$ cat src/rtl/keypress_event_queue_pkg.sv
// Shared defaults for the keypress event queue.
// Events are packed {keycode, timestamp} with the keycode in the MSBs.
package keypress_event_queue_pkg;

    localparam int KEV_DEPTH    = 8;
    localparam int KEV_KC_WIDTH = 5;
    localparam int KEV_TS_WIDTH = 16;

    localparam logic [1:0] OCC_HOLD = 2'b00;
    localparam logic [1:0] OCC_INC  = 2'b01;
    localparam logic [1:0] OCC_DEC  = 2'b10;

    // Classify a cycle's effect on occupancy from accepted push/pop.
    function automatic logic [1:0] occ_step(input logic push, input logic pop);
        logic [1:0] r;
        r = OCC_HOLD;
        if (push && !pop) begin
            r = OCC_INC;
        end else if (!push && pop) begin
            r = OCC_DEC;
        end
        return r;
    endfunction

endpackage

$ cat src/rtl/keypress_event_queue_sync.sv
// Two-flop synchronizer plus an edge flop; yields the synced level
// and a one-cycle pulse on its rising edge.
module sync_rise_detect (
    input  logic clk,
    input  logic rst,
    input  logic d_i,
    output logic level_o,
    output logic rise_o
);

    logic s1_q;
    logic s2_q;
    logic s3_q;

    always_ff @(posedge clk or posedge rst) begin
        if (rst) begin
            s1_q <= 1'b0;
            s2_q <= 1'b0;
            s3_q <= 1'b0;
        end else begin
            s1_q <= d_i;
            s2_q <= s1_q;
            s3_q <= s2_q;
        end
    end

    assign level_o = s2_q;
    assign rise_o  = s2_q & ~s3_q;

endmodule

$ cat src/rtl/keypress_event_queue.sv
// Converts keypad presses into timestamped events held in a small FIFO,
// and keeps the free-running millisecond counter.
module keypress_event_queue
    import keypress_event_queue_pkg::*;
#(
    parameter int DEPTH    = KEV_DEPTH,
    parameter int KC_WIDTH = KEV_KC_WIDTH,
    parameter int TS_WIDTH = KEV_TS_WIDTH
) (
    input  logic                       clk,
    input  logic                       rst,
    input  logic                       ready,
    input  logic [KC_WIDTH-1:0]        keycode,
    input  logic                       clk_1ms,
    input  logic                       pop,
    input  logic                       clr_ovf,
    output logic                       ev_valid,
    output logic [KC_WIDTH-1:0]        ev_keycode,
    output logic [TS_WIDTH-1:0]        ev_time,
    output logic [$clog2(DEPTH):0]     count,
    output logic                       overflow,
    output logic [TS_WIDTH-1:0]        now_ms
);

    localparam int PW = $clog2(DEPTH);
    localparam int CW = PW + 1;
    localparam int EW = KC_WIDTH + TS_WIDTH;

    logic                rdy_lvl;
    logic                push_req;
    logic                tick_lvl;
    logic                tick;
    logic                unused_lvl;

    logic [KC_WIDTH-1:0] kc_s1_q;
    logic [KC_WIDTH-1:0] kc_s2_q;

    logic [TS_WIDTH-1:0] now_q;
    logic [TS_WIDTH-1:0] now_d;

    logic [EW-1:0]       mem_q [DEPTH];
    logic [PW-1:0]       wr_ptr_q;
    logic [PW-1:0]       wr_ptr_d;
    logic [PW-1:0]       rd_ptr_q;
    logic [PW-1:0]       rd_ptr_d;
    logic [CW-1:0]       count_q;
    logic [CW-1:0]       count_d;
    logic                ovf_q;
    logic                ovf_d;

    logic                empty;
    logic                full;
    logic                do_pop;
    logic                do_push;
    logic                drop;
    logic [EW-1:0]       ev_in;
    logic [EW-1:0]       head;

    sync_rise_detect u_sync_ready (
        .clk     (clk),
        .rst     (rst),
        .d_i     (ready),
        .level_o (rdy_lvl),
        .rise_o  (push_req)
    );

    sync_rise_detect u_sync_tick (
        .clk     (clk),
        .rst     (rst),
        .d_i     (clk_1ms),
        .level_o (tick_lvl),
        .rise_o  (tick)
    );

    assign unused_lvl = rdy_lvl ^ tick_lvl;

    // Keycode follows ready through the same two stages so the
    // code captured on the synced edge is the one sent with it.
    always_ff @(posedge clk or posedge rst) begin
        if (rst) begin
            kc_s1_q <= '0;
            kc_s2_q <= '0;
        end else begin
            kc_s1_q <= keycode;
            kc_s2_q <= kc_s1_q;
        end
    end

    always_comb begin
        now_d = now_q;
        if (tick) begin
            now_d = now_q + 1'b1;
        end
    end

    always_ff @(posedge clk or posedge rst) begin
        if (rst) begin
            now_q <= '0;
        end else begin
            now_q <= now_d;
        end
    end

    assign empty   = (count_q == '0);
    assign full    = (count_q == CW'(DEPTH));
    assign do_pop  = pop & ~empty;
    assign do_push = push_req & (~full | do_pop);
    assign drop    = push_req & full & ~do_pop;
    assign ev_in   = {kc_s2_q, now_q};

    always_comb begin
        wr_ptr_d = wr_ptr_q;
        rd_ptr_d = rd_ptr_q;
        count_d  = count_q;
        ovf_d    = ovf_q;
        if (do_push) begin
            wr_ptr_d = wr_ptr_q + 1'b1;
        end
        if (do_pop) begin
            rd_ptr_d = rd_ptr_q + 1'b1;
        end
        unique case (occ_step(do_push, do_pop))
            OCC_INC: count_d = count_q + 1'b1;
            OCC_DEC: count_d = count_q - 1'b1;
            default: count_d = count_q;
        endcase
        if (clr_ovf) begin
            ovf_d = 1'b0;
        end
        // A drop in the same cycle as a clear must still be reported.
        if (drop) begin
            ovf_d = 1'b1;
        end
    end

    always_ff @(posedge clk or posedge rst) begin
        if (rst) begin
            wr_ptr_q <= '0;
            rd_ptr_q <= '0;
            count_q  <= '0;
            ovf_q    <= 1'b0;
        end else begin
            wr_ptr_q <= wr_ptr_d;
            rd_ptr_q <= rd_ptr_d;
            count_q  <= count_d;
            ovf_q    <= ovf_d;
        end
    end

    always_ff @(posedge clk or posedge rst) begin
        if (rst) begin
            for (int i = 0; i < DEPTH; i++) begin
                mem_q[i] <= '0;
            end
        end else if (do_push) begin
            mem_q[wr_ptr_q] <= ev_in;
        end
    end

    assign head       = mem_q[rd_ptr_q];
    assign ev_valid   = ~empty;
    assign ev_keycode = head[EW-1:TS_WIDTH];
    assign ev_time    = head[TS_WIDTH-1:0];
    assign count      = count_q;
    assign overflow   = ovf_q;
    assign now_ms     = now_q;

endmodule
$ cat config.mk
export PLATFORM = sky130hd
export DESIGN_NAME = keypress_event_queue
export DESIGN_NICKNAME = d
export VERILOG_FILES = /design/src/rtl/keypress_event_queue_pkg.sv /design/src/rtl/keypress_event_queue_sync.sv /design/src/rtl/keypress_event_queue.sv
export SDC_FILE = /design/constraint.sdc
export NUM_CORES = 1
export LEC_CHECK = 0
export BUFFER_PORTS_ARGS = -buffer_cell sky130_fd_sc_hd__buf_2
export CORE_ASPECT_RATIO = 1.2
export CORE_MARGIN = 2
export CORE_UTILIZATION = 30
export CTS_BUF_LIST = sky130_fd_sc_hd__clkbuf_4
export DETAILED_ROUTE_END_ITERATION = 12
export HOLD_SLACK_MARGIN = 0.12
export PLACE_DENSITY_LB_ADDON = 0.12
export SYNTH_ARGS = -nofsm -noshare
export SYNTH_HDL_FRONTEND = slang
export SYNTH_SLANG_ARGS = --single-unit
export TNS_END_PERCENT = 30
$ cat constraint.sdc
create_clock -name clk -period 18.3 [get_ports clk]
set_clock_uncertainty 0.15 [all_clocks]
set_input_delay 3.66 -clock clk [delete_from_list [all_inputs] [get_ports clk]]
set_output_delay 3.66 -clock clk [all_outputs]
set_load 0.02 [all_outputs]
# Word level (Yosys, flattened, before mapping)
# Cells that the tools add are included.
[totals]
reg_bits = 211
input_bits = 11
output_inout_bits = 43
wordCells = 65
[op_classes]
n_addsub = 5
order_cmp = 3
n_eq_ne = 3
muxes = 11
n_bitwise = 14
n_reduce_logical = 8
[op_table]
columns = ["cell", "n"]
rows = [
  ["168-bit bitwise mux", 1],
  ["21-bit binary-select mux with 3-bit select", 1],
  ["21-bit demux with 3-bit select", 1],
  ["21-bit 2-to-1 mux", 3],
  ["16-bit by 1-bit adder with 16-bit output, second input constant", 1],
  ["4-bit greater-or-equal comparator, second input constant", 2],
  ["3-bit inverter with 4-bit output", 2],
  ["4-bit one-hot mux with 2 select lines", 1],
  ["3-bit by 1-bit adder with 3-bit output, second input constant", 2],
  ["1-bit AND", 6],
  ["1-bit inverter", 5],
  ["4-bit by 1-bit adder with 4-bit output, second input constant", 1],
  ["4-bit equality test, second input constant", 1],
  ["4-bit logical NOT", 1],
  ["4-bit by 1-bit < comparator with 1-bit output, second input constant", 1],
  ["2-bit 2-to-1 mux", 2],
  ["2-bit nonzero test", 2],
  ["4-bit by 1-bit subtractor with 4-bit output, second input constant", 1],
  ["1-bit logical AND", 3],
  ["2-bit by 1-bit equality test with 1-bit output, second input constant", 1],
  ["2-bit equality test, second input constant", 1],
  ["1-bit logical NOT", 2],
  ["1-bit 2-to-1 mux", 2],
  ["1-bit OR", 1],
]

# Depth between registers and ports, before layout
# Gate-level depths: netlist of the first run.
[logic_depth]
word_depth = 11
mapped_depth = 10
mapped_depth_nobuf = 10

# By module
# From an unflattened synthesis of the first run, not the netlist that was laid out.
[hier_totals]
hier_cells = 585
hier_area_um2 = 9476.6
[modules_own_cells]
columns = ["module", "n_inst", "cells_each", "area_each_um2", "seq_area_each_um2"]
rows = [
  ["keypress_event_queue", 1, 575, 9291.4, 5129.9],
  ["sync_rise_detect", 2, 5, 92.6, 75.1],
]

# Worst setup path before layout of the first run
# OpenSTA, ideal clock, no wires.
[synth_path]
kind = "register to output"
from = "reg rd_ptr_q[0]"
to = "out ev_time[10]"
t_arrival_ns = 1.672
required_time_ns = 14.490
slack_ns = 12.818
stages_incl_launch_ff = 6
n_path_buf = 3
cell_sequence = "dfrtp_1 > buf_2 > buf_2 > buf_2 > mux4_2 > mux2_2"
[synth_between]
elab_chain_len = 4
[synth_lines]
columns = ["element", "line", "text"]
rows = [
  ["from (decl)", "keypress_event_queue.sv:44", "logic [PW-1:0] rd_ptr_q;"],
  ["from (signal assigned)", "keypress_event_queue.sv:144", "rd_ptr_q <= rd_ptr_d;"],
  ["3-bit inverter with 4-bit output (not written as such)", "keypress_event_queue.sv:160", "assign head = mem_q[rd_ptr_q];"],
  ["21-bit binary-select mux with 3-bit select", "keypress_event_queue.sv:160", ""],
  ["21-bit 2-to-1 mux (not written as such) (2 in series)", "keypress_event_queue.sv:160", ""],
  ["to (decl)", "keypress_event_queue.sv:19", "output logic [TS_WIDTH-1:0] ev_time,"],
]
# No other way between the ends. The select of a mux whose other input is x is not followed.

# Worst setup path after layout of the first run
[layout_path]
from = "reg rd_ptr_q[0]"
to = "out ev_time[14]"
# Same word-level chain as after synthesis.

==> impl_metrics.csv, run 1 <==
group,metric,value,unit
clocking,worstSkewPairLatency,0.69,ns
sta,slew-limit-headroom,31.1,%
grt,grt_overflow,0,
detailed_routing,drt.antenna.violating_nets,0,
worst_setup_path,crit_required,14.49,ns
final_layout,area.growth.synth_to_final,14.9,%
sta,setup_tns,0,ns
final_layout,drive_above_1_share,45.5,%
clocking,post_cts.resized_instances,0,
clocking,cts_buffer_depth,3,
worst_setup_path,crit_buf_inv,2,
grt,grt_pass1_vias,5890,
power_and_ir_drop,power,1.55,mW
logic_synthesis,synth.top_cell.area_share,56.5,%
logic_synthesis,synth_edf_count,0,
detailed_routing,drt_pass1_iterations,4,
clocking,root_buffer,"clkbuf_4",
detailed_routing,drc,0,
logic_synthesis,synthFlopType,"dfrtp_1",
power_and_ir_drop,pwr-share-clk,28.5,%
clocking,cts_hold_buf,0,
floorplanning,die_h,197,um
placed_design,placed_area,9970,um2
logic_synthesis,postSynthAreaPerCell,16.2,um2
final_layout,fill_cells,2984,
final_layout,regArea,5290,um2
final_layout,final_cell_area,10700,um2
final_layout,final_nets,672,
floorplanning,boundaryPins,54,
worst_setup_path,critPathKind,"flop to output port",
floorplanning,rows,70,
sta,max_freq,0.148,GHz
power_and_ir_drop,intPower,1.04,mW
worst_setup_path,cp.arrival,2.94,ns
grt,grt_pass1_wl,34400,um
worst_setup_path,slowest_delay,0.66,ns
logic_synthesis,syn-instance-count,578,
sta,period_minus_slack,6.75,ns
clocking,cts_buffers,58,
final_layout,final_cell_mix,"dfrtp_1, mux2_2, clkbuf_4",
power_and_ir_drop,comb_power_share,26.9,%
floorplanning,die_w,165,um
clocking,htree_levels,2,
floorplanning,start_util,30.6,%
logic_synthesis,synth.largest_area_cell,"dfrtp_1",
hold_path,hp-class,"flop to flop",
worst_setup_path,crit_family,"multiplexers",
run,drv_cap,0,
logic_synthesis,yosysSeqAreaShare,56.5,%
worst_setup_path,critPathMaxFanout,37,
detailed_routing,drt_iter0_drc,168,
sta,setup_viol,0,
detailed_routing,wl_per_cell,19.4,um
worst_setup_path,startpoint_type,"flop",
power_and_ir_drop,ir_worst_vdd,0.0856,mV
sta,worst_pin_slew,1.03,ns
clocking,cts_tree,"done",
final_layout,layout.cells.non_filler,1098,
logic_synthesis,yosys_warnings,0,
grt,grt_antenna_before_repair,1,
run_status,status,"completed",
sta,slew_violations,0,
clocking,clock-sinks,211,
logic_synthesis,synth_area,9350,um2
power_and_ir_drop,leakagePower,5.20,nW
power_and_ir_drop,switching_power,0.502,mW
placed_design,hpwl,12400,um
logic_synthesis,ys_ff_latch,211,
logic_synthesis,synth_cell_types,38,
final_layout,multiInputGateArea,3840,um2
worst_setup_path,path_cells,"buf_4 -> mux4_2 -> mux2_2 -> buf_2",
sta,grt_setup_unrepaired,"false",
detailed_routing,drt-total-wl,21300,um
placed_design,port_buffers,53,
sta,hold_viol,0,
placed_design,place_congestion,0.683,
grt,grt_max_degree,82,
detailed_routing,via_count,5164,
floorplanning,coreArea,30600,um2
power_and_ir_drop,power.share.switching,32.5,%
logic_synthesis,synth_nets,595,
clocking,cts_setup_buffers,0,
power_and_ir_drop,pwr-share-seq,44.7,%
detailed_routing,routed_via_density,4.70,
grt,grtUsageTotal,14.0,%
placed_design,placed_cells_incl_taps,991,
clocking,path_clk_slew,0.07,ns
power_and_ir_drop,p_per_area,144,nW/um2
final_layout,post-route-util,35.2,%
final_layout,mostFrequentLayoutCell,"dfrtp_1",
worst_setup_path,slowest_stage,"buf_4",
logic_synthesis,synth_area_leaders,"dfrtp_1, mux2_2, mux4_2",
logic_synthesis,synth-async-reset-ratio,100,%
worst_setup_path,crit_path_end_kind,"output port",
sta,period_share,36.9,%
floorplanning,dieArea,32600,um2
Yosys cell counts (2+ instances only):
master / number
dfrtp_1: 211
mux2_2: 90
mux2_1: 83
mux4_2: 42
mux2_4: 20
buf_2: 18
clkbuf_1: 16
xnor2_1: 15
nand3_1: 9
xor2_1: 9
nand2_1: 7
ha_1: 6
and3_1: 5
nor2_1: 5
buf_4: 4
buf_6: 4
inv_1: 3
nand3b_1: 3
or2_2: 3
a21oi_1: 2
buf_1: 2
nand2b_1: 2
nor2b_1: 2
nor3_1: 2
nor4bb_1: 2
path summary, 6_finish.rpt:
| check | startpoint | end | slack, ns | cells after the start |
|---|---|---|---|---|
| min in group asynchronous | rst | mem_q[13]$_DFFE_PP0P_ | 2.89 | 2 |
| hold / removal | kc_s1_q[1]$_DFF_PP0_ | kc_s2_q[1]$_DFF_PP0_ | 0.20 | 0 |
| setup reg to reg | count[0]$_DFFE_PP0P_ | count[2]$_DFFE_PP0P_ | 15.39 | 10 |
| setup / recovery | rd_ptr_q[0]$_DFFE_PP0P_ | ev_time[14] | 11.55 | 4 |
| max in group asynchronous | rst | mem_q[144]$_DFFE_PP0P_ | 12.94 | 4 |
| hold reg to reg | kc_s1_q[1]$_DFF_PP0_ | kc_s2_q[1]$_DFF_PP0_ | 0.20 | 0 |
through the flow:
stage	setup WS (ns)	hold WS, ns
2_1_floorplan	8.72	0.181
3_3_place_gp	12.19	0.189
3_5_place_dp	12.11	0.191
4_1_cts	11.38	0.205
5_1_grt	11.31	0.213
6_report	11.55	0.201
routing by layer:
| metal | wire, um | global-route usage (%) | part of all wire [%] |
|---|---|---|---|
| met1 | 9150 | 17.7 | 43 |
| met2 | 10600 | 22.8 | 50 |
| met3 | 1010 | 3.61 | 4.7 |
| met4 | 553 | 5.28 | 2.6 |
| met5 | 0 | 0 | 0 |
registers in the layout, summed over array words and instances, names as in the netlist, 3 cells and up:
signal and flops:
count 4, kc_s1_q 5, kc_s2_q 5, mem_q 168
now_ms 16, rd_ptr_q 3, wr_ptr_q 3
final cells by class:
cell class                      instances  area share (%)
Inverter                                3           0.175
Clock buffer                           86            6.01
Multi-Input combinational cell        320            35.8
Sequential cell                       211            49.2
Timing Repair Buffer                   61            3.03
Tap cell                              396            4.61
Clock inverter                         20            1.22
Antenna cell                            1          0.0233
kinds of logic (layout without fill, tap and decap cells):
logic type	Yosys count	count (layout)	synth area share, %
compound gates	6	6	0.522
buf+inv	47	170	2.61
fa+ha+maj	6	6	0.803
other cells	0	1	0
xor+xnor	24	24	2.25
mux	236	236	34.3
flops	211	211	56.5
simple gates	48	48	3.08
power groups by stage:
stage          clock, mW  combinational [mW]  sequential, mW
3_3_place_gp           0               0.421           0.695
5_1_grt            0.490               0.455           0.713
6_report           0.440               0.416           0.691
4_1_cts            0.464               0.430           0.695
2_1_floorplan          0               0.362           0.633
3_5_place_dp           0               0.428           0.704
worst register-to-register path: cells and delay by family (launching register included):
| family | cells | cell delay [ns] |
|---|---|---|
| AND/OR/NAND/NOR | 4 | 1.16 |
| adder cells (fa/ha/maj) | 2 | 0.48 |
| flip-flops | 1 | 0.46 |
| AO/OA/AOI/OAI | 1 | 0.14 |
| XOR/XNOR | 3 | 0.40 |
No activity file was read; power rests on OpenSTA's default activity.
==> run 2: changes to the inputs <==
- clock period: 18.3 -> 6.7 ns (I/O delays scaled with it)
==> impl_metrics.csv, run 2 (synthesis gave the netlist of run 1 again) <==
group,metric,value,unit
sta,grt_setup_unrepaired,"false",
sta,slew_violations,0,
clocking,htree_levels,2,
clocking,cts_buffer_depth,3,
final_layout,largest_register_ffs,168,
clocking,cts_buffers,59,
sta,slew-limit-headroom,33.4,%
sta,setup_tns,0,ns
clocking,worstSkewPairLatency,0.71,ns
final_layout,mostFrequentLayoutCell,"dfrtp_1",
detailed_routing,via_count,5144,
grt,grt_max_degree,107,
detailed_routing,drt_iter0_drc,182,
worst_setup_path,startpoint_type,"flop",
placed_design,port_buffers,53,
run_status,status,"completed",
detailed_routing,drt-total-wl,21500,um
final_layout,top_register,"mem_q",
sta,worst_slack,2.01,ns
placed_design,place_ws,2.61,ns
worst_setup_path,crit_path_end_kind,"output port",
final_layout,final_nets,673,
floorplanning,die_h,197,um
clocking,path_clk_slew,0.06,ns
clocking,cts_setup_buffers,0,
detailed_routing,drt_pass1_iterations,4,
sta,hold_viol,0,
final_layout,fill_cells,2983,
floorplanning,start_util,30.6,%
final_layout,final_cell_mix,"dfrtp_1, mux2_2, clkbuf_4",
clocking,root_buffer,"clkbuf_4",
clocking,cts_tree,"done",
detailed_routing,drt.antenna.violating_nets,0,
sta,period_share,69.9,%
grt,grt_pass1_wl,34300,um
floorplanning,rows,70,
run,drv_cap,0,
clocking,clock-sinks,211,
grt,grtUsageTotal,14.0,%
power_and_ir_drop,leakagePower,5.16,nW
floorplanning,dieArea,32600,um2
clocking,post_cts.resized_instances,0,
placed_design,place_congestion,0.700,
floorplanning,coreArea,30600,um2
sta,max_freq,0.213,GHz
worst_setup_path,critPathMaxFanout,27,
detailed_routing,drc,0,
placed_design,hpwl,12200,um
power_and_ir_drop,power,4.12,mW
hold_path,hp-class,"flop to flop",
sta,setup_viol,0,
clocking,cts_hold_buf,0,
final_layout,area.growth.synth_to_final,14.1,%
grt,grt_pass1_vias,5795,
sta,period_minus_slack,4.69,ns
power_and_ir_drop,ir_worst_vdd,0.228,mV
detailed_routing,routed_via_density,4.71,
power_and_ir_drop,p_per_area,386,nW/um2
floorplanning,die_w,165,um
grt,grt_antenna_before_repair,1,
worst_setup_path,crit_required,5.21,ns
worst_setup_path,critPathKind,"flop to output port",
sta,worst_pin_slew,0.999,ns
final_layout,drive_above_1_share,45.6,%
grt,grt_overflow,0,
detailed_routing,wl_per_cell,19.7,um
worst_setup_path,cp.arrival,3.20,ns
floorplanning,boundaryPins,54,
run 2: cell types whose count changed in the layout (fill, tap and decap cells not counted), sizes merged:
cell      change
diode         +1
inv           +2
clkinvlp      +1
bufinv        -2
clkinv        -7
clkbuf        -2
run 2: cell type report:
class	instances	area (um2)	share of cell area (%)
clock inverters	14	52.6	0.493
well taps	396	495	4.65
inverters	3	15.0	0.141
repair buffers	61	338	3.17
clock buffers	84	631	5.91
multi-input cells	320	3840	36.0
diodes	2	5.00	0.0469
flip-flops and latches	211	5280	49.5
run 2: metrics by stage:
step	std cells	utilization, %	cell area, um2	hold slack (ns)
2_1_floorplan	578	-	9350	0.181
5_1_grt	1091	34.9	10700	0.210
6_report	1091	34.9	10700	0.195
4_1_cts	1089	34.9	10700	0.197
3_5_place_dp	991	32.6	9980	0.185
3_3_place_gp	991	32.6	9980	0.182
run 2: path summary, 6_finish.rpt:
check / from / slack [ns] / cells past startpoint / to
setup / recovery: rd_ptr_q[0]$_DFFE_PP0P_ / 2.01 / 4 / ev_keycode[3]
hold / removal: u_sync_tick.s1_q$_DFF_PP0_ / 0.19 / 0 / u_sync_tick.level_o$_DFF_PP0_
setup reg to reg: count[0]$_DFFE_PP0P_ / 3.80 / 10 / count[2]$_DFFE_PP0P_
hold reg to reg: u_sync_tick.s1_q$_DFF_PP0_ / 0.19 / 0 / u_sync_tick.level_o$_DFF_PP0_
max in group asynchronous: rst / 4.36 / 3 / mem_q[106]$_DFFE_PP0P_
min in group asynchronous: rst / 0.57 / 2 / mem_q[98]$_DFFE_PP0P_
run 2: routing by layer:
layer,vias up,wire (um),GRT usage [%]
li1,2298,-,-
met1,2715,9190,17.5
met2,88,11000,23.5
met3,43,855,3.32
met4,0,509,4.86
met5,-,0,0
run 2: critical path, stage by stage, from the launching register on:
cell and delay (ns):
dfrtp_2 1.00, buf_4 0.50, mux4_2 0.56, mux2_2 0.28
buf_2 0.16
run 2: report_power, final:
part | leakage (nW) | switching [mW] | internal, mW
registers | 2.77 | 0.326 | 1.55
logic | 1.98 | 0.506 | 0.640
clock network | 0.416 | 0.525 | 0.567
==> run 3: changes to the inputs <==
- clock period: 6.7 -> 4.74 ns (I/O delays scaled with it)
==> impl_metrics.csv, run 3 (synthesis gave the netlist of run 1 again) <==
group,metric,value,unit
power_and_ir_drop,switching_power,1.93,mW
placed_design,port_buffers,53,
sta,hold_slack,0.198,ns
detailed_routing,via_count,5258,
clocking,clock-sinks,211,
floorplanning,boundaryPins,54,
final_layout,mostFrequentLayoutCell,"dfrtp_1",
placed_design,placed_cells_incl_taps,997,
floorplanning,die_h,197,um
clocking,cts_buffers,58,
grt,grtUsageTotal,14.1,%
run,drv_cap,0,
grt,grt_antenna_before_repair,1,
power_and_ir_drop,pwr-share-clk,26.0,%
clocking,htree_levels,2,
detailed_routing,drt_iter0_drc,242,
worst_setup_path,reg2reg_depth,5,
power_and_ir_drop,intPower,3.92,mW
detailed_routing,routed_via_density,4.82,
power_and_ir_drop,leakagePower,5.19,nW
sta,slew-limit-headroom,43.4,%
worst_setup_path,critPathKind,"flop to output port",
worst_setup_path,crit_end,"ev_time[14]",
clocking,cts_setup_buffers,0,
sta,worst_pin_slew,0.849,ns
power_and_ir_drop,power.share.switching,33.0,%
worst_setup_path,crit_required,3.64,ns
power_and_ir_drop,p_per_area,545,nW/um2
worst_setup_path,r2r-end,"mem_q[29]$_DFFE_PP0P_",
floorplanning,coreArea,30600,um2
sta,period_share,81.4,%
final_layout,area.growth.synth_to_final,14.7,%
detailed_routing,drt-total-wl,22000,um
power_and_ir_drop,pwr-share-seq,44.4,%
sta,setup_viol,0,
sta,period_minus_slack,3.86,ns
run_status,status,"completed",
clocking,root_buffer,"clkbuf_4",
placed_design,hpwl,13200,um
final_layout,top_register,"mem_q",
detailed_routing,wl_per_cell,20.2,um
sta,slew_violations,0,
grt,grt_max_degree,69,
final_layout,layout.cells.non_filler,1091,
power_and_ir_drop,ir_worst_vdd,0.245,mV
clocking,path_clk_slew,0.07,ns
floorplanning,dieArea,32600,um2
floorplanning,rows,70,
worst_setup_path,reg2reg_setup_slack,1.79,ns
detailed_routing,drt.antenna.violating_nets,0,
sta,grt_setup_unrepaired,"false",
final_layout,final_cell_area,10700,um2
worst_setup_path,reg2reg_from,"count[0]$_DFFE_PP0P_",
hold_path,hp-class,"flop to flop",
final_layout,drive_above_1_share,45.5,%
sta,hold_viol,0,
detailed_routing,drc,0,
grt,grt_pass1_vias,6020,
floorplanning,die_w,165,um
clocking,worstSkewPairLatency,0.69,ns
worst_setup_path,crit_start,"rd_ptr_q[0]$_DFFE_PP0P_",
worst_setup_path,cp.arrival,2.76,ns
final_layout,final_nets,679,
worst_setup_path,crit_path_end_kind,"output port",
final_layout,fill_cells,2965,
placed_design,place_congestion,0.682,
final_layout,largest_register_ffs,168,
power_and_ir_drop,comb_power_share,29.6,%
sta,setup_tns,0,ns
grt,grt_overflow,0,
clocking,cts_tree,"done",
detailed_routing,drt_pass1_iterations,4,
grt,grt_pass1_wl,34700,um
final_layout,final_cell_mix,"dfrtp_1, mux2_2, mux2_1",
sta,max_freq,0.259,GHz
worst_setup_path,critPathMaxFanout,15,
worst_setup_path,startpoint_type,"flop",
placed_design,placed_area,10100,um2
clocking,cts_buffer_depth,3,
floorplanning,start_util,30.6,%
[run 3: changes by cell type in the layout (fill, tap and decap cells not counted), sizes merged]
| cell | delta |
|---|---|
| buf | +6 |
| clkbuf | -2 |
| clkinv | -2 |
| inv | -2 |
| diode | -1 |
| dlygate4sd3 | +1 |
[run 3: layout make-up]
cell class                      instances  area, um2  area share, %
Sequential cell                       211       5280           49.3
Multi-Input combinational cell        320       3840           35.8
Clock buffer                           82        616           5.74
Tap cell                              396        495           4.62
Timing Repair Buffer                   68        430           4.01
Clock inverter                         10       37.5          0.350
Inverter                                3       15.0          0.140
Antenna cell                            1       2.50         0.0233
[run 3: worst min-delay path by stage]
stage | start | end | cells after the start
after floorplan | kc_s1_q[0]$_DFF_PP0_ | kc_s2_q[0]$_DFF_PP0_ | 0
after global placement | kc_s1_q[4]$_DFF_PP0_ | kc_s2_q[4]$_DFF_PP0_ | 0
after detailed placement | kc_s1_q[4]$_DFF_PP0_ | kc_s2_q[4]$_DFF_PP0_ | 0
after CTS | clk_1ms | u_sync_tick.s1_q$_DFF_PP0_ | 1
after global routing | clk_1ms | u_sync_tick.s1_q$_DFF_PP0_ | 1
final | kc_s1_q[3]$_DFF_PP0_ | kc_s2_q[3]$_DFF_PP0_ | 0
[run 3: power by group through the flow]
stage	sequential, mW	combinational [mW]	clock [mW]
after floorplan	2.44	1.40	0
after global placement	2.62	1.74	0
after detailed placement	2.64	1.78	0
after CTS	2.61	1.79	1.61
after global routing	2.67	1.88	1.71
final	2.60	1.73	1.52
[run 3: metal layers]
| metal | up-vias | share of wire, % | global-route usage (%) |
|---|---|---|---|
| li1 | 2312 | - | - |
| met1 | 2812 | 43 | 17.3 |
| met2 | 102 | 51 | 24.2 |
| met3 | 32 | 4.3 | 3.51 |
| met4 | 0 | 1.9 | 4.67 |
| met5 | - | 0 | 0 |
[run 3: metrics by stage]
stage / utilization [%] / setup WS, ns / power [mW]
2_1_floorplan: - / 0.900 / 3.84
3_3_place_gp: 32.9 / 1.54 / 4.36
3_5_place_dp: 32.9 / 1.53 / 4.42
4_1_cts: 35.1 / 0.726 / 6.00
5_1_grt: 35.1 / 0.659 / 6.26
6_report: 35.1 / 0.881 / 5.85
[run 3: critical path, stage by stage (launching register included)]
cell and delay, ns:
dfrtp_2 0.68, buf_4 0.40, mux4_2 0.55, mux2_2 0.28, buf_2 0.16
[run 3: what timing repair did]
action,4_1_cts,5_1_grt
endpoints found under the setup margin,0,0
hold buffers,1,0
hold endpoints to repair,15,0
resized for setup,0,0
